## src/rtl/complex_scheduler.sv

```systemverilog
// Issue queue and sequencer for the multiply/divide complex unit.
// Defining COMPLEX_SCHED_PERF_EN adds the perf_issued_o and perf_stall_o counters.
module complex_scheduler #(
    parameter int DEPTH = 4,
    parameter int TAG_W = 6,
    parameter int PRF_W = 6
) (
    input  logic             clk_i,
    input  logic             rst_i,
    input  logic             flush_i,
    input  logic             enq_valid_i,
    output logic             enq_ready_o,
    input  logic [2:0]       enq_opcode_i,
    input  logic [31:0]      enq_op1_i,
    input  logic [31:0]      enq_op2_i,
    input  logic [TAG_W-1:0] enq_rob_tag_i,
    input  logic [PRF_W-1:0] enq_dest_i,
    output logic             cu_valid_o,
    output logic [2:0]       cu_opcode_o,
    output logic [31:0]      cu_operand1_o,
    output logic [31:0]      cu_operand2_o,
    input  logic             cu_busy_i,
    input  logic [31:0]      cu_result_i,
    input  logic             cu_wb_valid_i,
    output logic             wb_valid_o,
    output logic [31:0]      wb_result_o,
    output logic [TAG_W-1:0] wb_rob_tag_o,
    output logic [PRF_W-1:0] wb_dest_o
`ifdef COMPLEX_SCHED_PERF_EN
    ,
    output logic [31:0]      perf_issued_o,
    output logic [31:0]      perf_stall_o
`endif
);

    localparam int PTR_W = $clog2(DEPTH);

    typedef enum logic [1:0] {
        IDLE  = 2'd0,
        ISSUE = 2'd1,
        WAIT  = 2'd2
    } state_t;

    state_t           state;
    logic [PTR_W-1:0] head;
    logic [PTR_W-1:0] tail;
    logic [PTR_W:0]   count;

    logic [2:0]       opc_mem  [DEPTH];
    logic [31:0]      op1_mem  [DEPTH];
    logic [31:0]      op2_mem  [DEPTH];
    logic [TAG_W-1:0] tag_mem  [DEPTH];
    logic [PRF_W-1:0] dest_mem [DEPTH];

    logic do_enq;
    logic do_pop;
    logic head_active;

    assign enq_ready_o = (count != (PTR_W+1)'(DEPTH));
    assign do_enq      = enq_valid_i && enq_ready_o && !flush_i;
    assign do_pop      = (state == WAIT) && cu_wb_valid_i && !flush_i;

    // The head entry stays put until completion pops it, so the unit can re-read it.
    assign head_active   = (state != IDLE);
    assign cu_valid_o    = (state == ISSUE);
    assign cu_opcode_o   = head_active ? opc_mem[head] : 3'b000;
    assign cu_operand1_o = head_active ? op1_mem[head] : 32'd0;
    assign cu_operand2_o = head_active ? op2_mem[head] : 32'd0;

    always_ff @(posedge clk_i) begin
        if (do_enq) begin
            opc_mem[tail]  <= enq_opcode_i;
            op1_mem[tail]  <= enq_op1_i;
            op2_mem[tail]  <= enq_op2_i;
            tag_mem[tail]  <= enq_rob_tag_i;
            dest_mem[tail] <= enq_dest_i;
        end
    end

    always_ff @(posedge clk_i or posedge rst_i) begin
        if (rst_i) begin
            state        <= IDLE;
            head         <= '0;
            tail         <= '0;
            count        <= '0;
            wb_valid_o   <= 1'b0;
            wb_result_o  <= '0;
            wb_rob_tag_o <= '0;
            wb_dest_o    <= '0;
        end else if (flush_i) begin
            state      <= IDLE;
            head       <= '0;
            tail       <= '0;
            count      <= '0;
            wb_valid_o <= 1'b0;
        end else begin
            wb_valid_o <= do_pop;
            if (do_enq) begin
                tail <= tail + 1'b1;
            end
            if (do_pop) begin
                head         <= head + 1'b1;
                wb_result_o  <= cu_result_i;
                wb_rob_tag_o <= tag_mem[head];
                wb_dest_o    <= dest_mem[head];
            end
            if (do_enq && !do_pop) begin
                count <= count + 1'b1;
            end else if (!do_enq && do_pop) begin
                count <= count - 1'b1;
            end
            case (state)
                IDLE:    if (count != '0 && !cu_busy_i) state <= ISSUE;
                ISSUE:   state <= WAIT;
                WAIT:    if (cu_wb_valid_i) state <= IDLE;
                default: state <= IDLE;
            endcase
        end
    end

`ifdef COMPLEX_SCHED_PERF_EN
    // Counters deliberately ignore flush so they span the whole run.
    always_ff @(posedge clk_i or posedge rst_i) begin
        if (rst_i) begin
            perf_issued_o <= '0;
            perf_stall_o  <= '0;
        end else begin
            if (state == ISSUE) begin
                perf_issued_o <= perf_issued_o + 32'd1;
            end
            if (state == IDLE && count != '0 && cu_busy_i) begin
                perf_stall_o <= perf_stall_o + 32'd1;
            end
        end
    end
`endif

endmodule

```

## config.mk

```make
export PLATFORM = sky130hd
export DESIGN_NAME = complex_scheduler
export DESIGN_NICKNAME = d
export VERILOG_FILES = /design/src/rtl/complex_scheduler.sv
export SDC_FILE = /design/constraint.sdc
export NUM_CORES = 1
export LEC_CHECK = 0
export CAP_MARGIN = 25
export CORE_MARGIN = 1
export CORE_UTILIZATION = 55
export DETAILED_ROUTE_END_ITERATION = 10
export GPL_ROUTABILITY_DRIVEN = 0
export PLACE_DENSITY = 0.82
export SYNTH_ARGS = -nofsm -noshare
export SYNTH_HDL_FRONTEND = slang
export SYNTH_SLANG_ARGS = --single-unit
```

## constraint.sdc

```tcl
create_clock -name clk_i -period 7.92 [get_ports clk_i]
set_clock_uncertainty 0.2 [all_clocks]
set_input_delay 1.98 -clock clk_i [delete_from_list [all_inputs] [get_ports clk_i]]
set_output_delay 1.98 -clock clk_i [all_outputs]
set_load 0.005 [all_outputs]
```

==> results.txt <==
----------------------------------------------------
[Outcome]
  Outcome ... completed

[Route]
  Via count ... 6866
  Total met2 wirelength after detailed routing ... about 13 mm
  ANT nets after route ... 0
  Wirelength per Cell ... between 20 and 25 um
  Max Used Layer ... met4
  Detailed-router iteration count before antenna repair ... 5
  Initial detailed-routing violation count ... 381
  Routed metal-1 wirelength ... between 10 and 15 mm
  Total Routed Length ... 26.9 mm
  DR vias/cell ... 5.48
  DRC violation count after routing ... 0
  Wire length on met3 ... 2.55 mm

[Clock tree]
  Number of H-tree branching levels ... 2
  Post-CTS clock slew at the launch and capture registers of the worst setup and hold paths ... 0.06 ns
  Post-CTS setup buffers ... 0
  Buffer levels on the longest clock path ... 3
  CTS tree ... done
  Clock buffers created by TritonCTS ... 38
  Clock root buffer ... sky130_fd_sc_hd__clkbuf_16
  Source-to-sink clock delay at the later pin of the worst-skew pair ... about 0.50 ns
  Number of buffers inserted by hold repair at cts ... 0
  Quantity of gates resized following cts ... 0
  Sinks on the clock net ... between 300 and 400

[STA]
  Min cycle time layout ... approximately 5.2 ns
  Setup repair after global routing missed its margin ... false
  Tightest Pin Transition ... 0.807 ns
  Pins over their slew limit ... 0
  Final setup violating endpoints ... 0
  Hold Fails Final Rpt ... 0
  Worst hold slack after final layout ... 0.286 ns
  Max_slew headroom ... 0.460
  Achievable clock frequency ... 192 MHz
  Sum Neg Setup Slack ... 0 ns
  Setup WS post-layout ... between 2 and 3 ns
  Fraction of the cycle the final worst path needs ... 0.657

[Synthesis]
  Top_reg_cell synth ... sky130_fd_sc_hd__edfxtp_1
  Post-synthesis share of cell area spent on full adders, half adders and majority gates ... 0.00496
  Summed instance area of the synthesized netlist ... around 14000 sq um
  Total nets after synthesis ... about 770
  Synthesis warning total ... 0
  Mux contribution to synthesized area ... 0.164
  Count of flip-flops with a built-in enable after synthesis ... roughly 320
  Main combinational cell family by area after synthesis ... multiplexers
  Distinct cell type count of the synthesized netlist ... 32
  Async set-reset flop share out of synthesis ... 0.146
  Post-Synthesis Cells ... 645
  Count of state elements after synthesis ... 370
  Post-synthesis average cell area ... approximately 22 sq um
  Compound-gate portion of the synthesized area ... 0.00274
  Basic-gate share of the synthesized area counting and, or, nand and nor cells ... 0.0442
  Xor/xnor cell area share of the yosys netlist ... 0.00186
  Portion of the post-synthesis area used by sequential elements ... 0.767

[Global routing]
  Maximum number of pins on one net before global-route repair ... 71
  Number of antenna violations at the first check in global routing ... 1
  Overall global routing resource usage ... 0.208
  Global route total overflow ... 0
  First-pass GRT wire length ... 40.7 mm
  Via count of the first global-routing pass ... 7217

[Worst setup path]
  Cell with the largest stage delay on the worst path ... sky130_fd_sc_hd__dfrtp_4
  CP Max Fanout ... 50
  Category of the worst setup path launch point ... flop
  Flop2flop setup slack ... 5.05 ns
  Crit path largest cell delay ... 0.91 ns
  Required @ worst endpoint ... between 5 and 6 ns
  Arrival time reported for the critical path endpoint ... just over 3 ns
  Cell breakdown of the critical path ... buf_4 > mux4_2 > nor2b_1 > clkdlybuf4s50_1
  Worst setup EP type ... primary output
  Top cell family by delay on the critical path ... buffers and inverters
  Crit path buffers/inverters ... 2
  Category of the critical setup timing path ... reg2out

[Placement]
  Placed inst area ... 16800 sq um
  Placement-stage worst setup slack ... between 3 and 4 ns
  Number of input and output port buffers inserted ... 230
  DPL Wire Length ... 16.1 mm
  Cell count after placement ... 1183

[Power and ir drop]
  Proportion of total power due to net switching ... 0.209
  Gate power share ... 0.128
  Net load switching power ... approximately 950 uW
  Flop pwr share ... 0.510
  Cell Int Power ... 3.61 mW
  Maximum VDD drop ... 0.000207 V
  Power density cells ... 255 nW/um^2
  Leakage ... ~6.0 nW
  Power after layout ... 4.56 mW
  Portion of total power attributed to the clock network ... 0.362

[Final layout]
  Finished Layout Cells ... 1252
  Share of layout cells above drive strength 1 ... 0.204
  Area of all placed cells without fillers ... 17900 sq um
  Area growth syn-to-layout ... 26.8%
  Final design utilization ... 0.712
  Total Nets Final ... roughly 1000

[Floorplan]
  Die Y ... 162 um
  Total Die Area ... 26400 sq um
  IO Pins ... 231
  Starting density of the core ... 0.561
  Row cnt ... 58
  Area inside the core boundary ... approximately 25000 sq um
  Horizontal extent of the die ... 162 um

[Flow run]
  Max-cap viol count ... 0

[Hold path]
  Path category of the worst min-delay check ... reg2reg

----------------------------------------------------
state kept, by name, indices dropped and copies added (netlist names):
| register | flops |
|---|---|
| wb_dest_o | 6 |
| count | 3 |
| tag_mem | 24 |
| wb_valid_o | 1 |
| opc_mem | 12 |
| op2_mem | 128 |
| dest_mem | 24 |
| tail | 2 |
| state | 2 |
| op1_mem | 128 |
| wb_rob_tag_o | 6 |
| head | 2 |
| wb_result_o | 32 |
cells in the final DEF (no fill, tap or decap), drive strengths merged, types with 2 or more instances in the layout:
master | synthesis | layout
nor2b | 57 | 57
mux2 | 44 | 44
nor3 | 6 | 6
bufinv | 0 | 2
inv | 7 | 9
and2 | 4 | 4
ha | 4 | 4
nor3b | 5 | 5
o21ai | 3 | 3
clkdlybuf4s50 | 0 | 230
and2b | 11 | 11
edfxtp | 316 | 316
clkinv | 0 | 15
a21oi | 2 | 2
nor2 | 9 | 9
mux4 | 79 | 79
dfrtp | 54 | 54
xnor2 | 2 | 2
buf | 17 | 9
clkbuf | 14 | 49
nand2 | 4 | 4
power groups by stage:
| stage | registers, mW | clock network (mW) | logic, mW |
|---|---|---|---|
| 5_1_grt | 2.34 | 1.76 | 0.629 |
| 2_1_floorplan | 2.37 | 0 | 0.223 |
| 3_5_place_dp | 2.37 | 0 | 0.588 |
| 4_1_cts | 2.33 | 1.69 | 0.593 |
| 6_report | 2.33 | 1.65 | 0.583 |
| 3_3_place_gp | 2.36 | 0 | 0.578 |
cells in the mapped netlist, types with 6 or more instances:
library cell / n / area share
sky130_fd_sc_hd__and2b_1: 11 / 0.0058
sky130_fd_sc_hd__dfrtp_1: 54 / 0.096
sky130_fd_sc_hd__inv_1: 7 / 0.0019
sky130_fd_sc_hd__clkbuf_1: 14 / 0.0037
sky130_fd_sc_hd__nor3_1: 6 / 0.0021
sky130_fd_sc_hd__buf_4: 6 / 0.0032
sky130_fd_sc_hd__mux4_2: 79 / 0.13
sky130_fd_sc_hd__nor2b_1: 57 / 0.025
sky130_fd_sc_hd__mux2_2: 29 / 0.023
sky130_fd_sc_hd__buf_6: 7 / 0.0056
sky130_fd_sc_hd__nor2_1: 8 / 0.0021
sky130_fd_sc_hd__mux2_4: 11 / 0.012
sky130_fd_sc_hd__edfxtp_1: 316 / 0.67
routing by layer:
| layer | global-route usage | vias up |
|---|---|---|
| li1 | - | 3072 |
| met1 | 0.269 | 3478 |
| met2 | 0.340 | 271 |
| met3 | 0.0677 | 45 |
| met4 | 0.0566 | 0 |
| met5 | 0 | - |
area by class of cell:
cell class | instances | area (sq um)
Sequential cell | 370 | 10800
Tap cell | 330 | 413
Timing Repair Buffer | 239 | 2380
Antenna cell | 1 | 2.50
Fill cell | 1529 | 7260
Multi-Input combinational cell | 237 | 3090
Inverter | 7 | 26.3
Clock inverter | 19 | 144
Clock buffer | 49 | 1010
cell families (layout without fill, tap and decap cells):
family,count (synthesis),after routing
flops,370,370
mux,123,123
simple gates,100,100
buf+inv,38,314
compound gates,6,6
fa+ha+maj,5,5
xor+xnor,3,3
other cells,0,1
final timing paths:
path	endpoint	startpoint	depth (start not counted)
min in group asynchronous	wb_dest_o[3]	rst_i	3
worst min register to register	wb_result_o[31]	wb_result_o[31]	1
worst min-delay path	wb_result_o[31]	wb_result_o[31]	1
worst max-delay path	cu_operand2_o[1]	head[1]	4
max in group asynchronous	head[1]	rst_i	3
worst max register to register	op2_mem[2][4]	count[2]	6
Note: power is estimated with default switching activity, not from simulation.
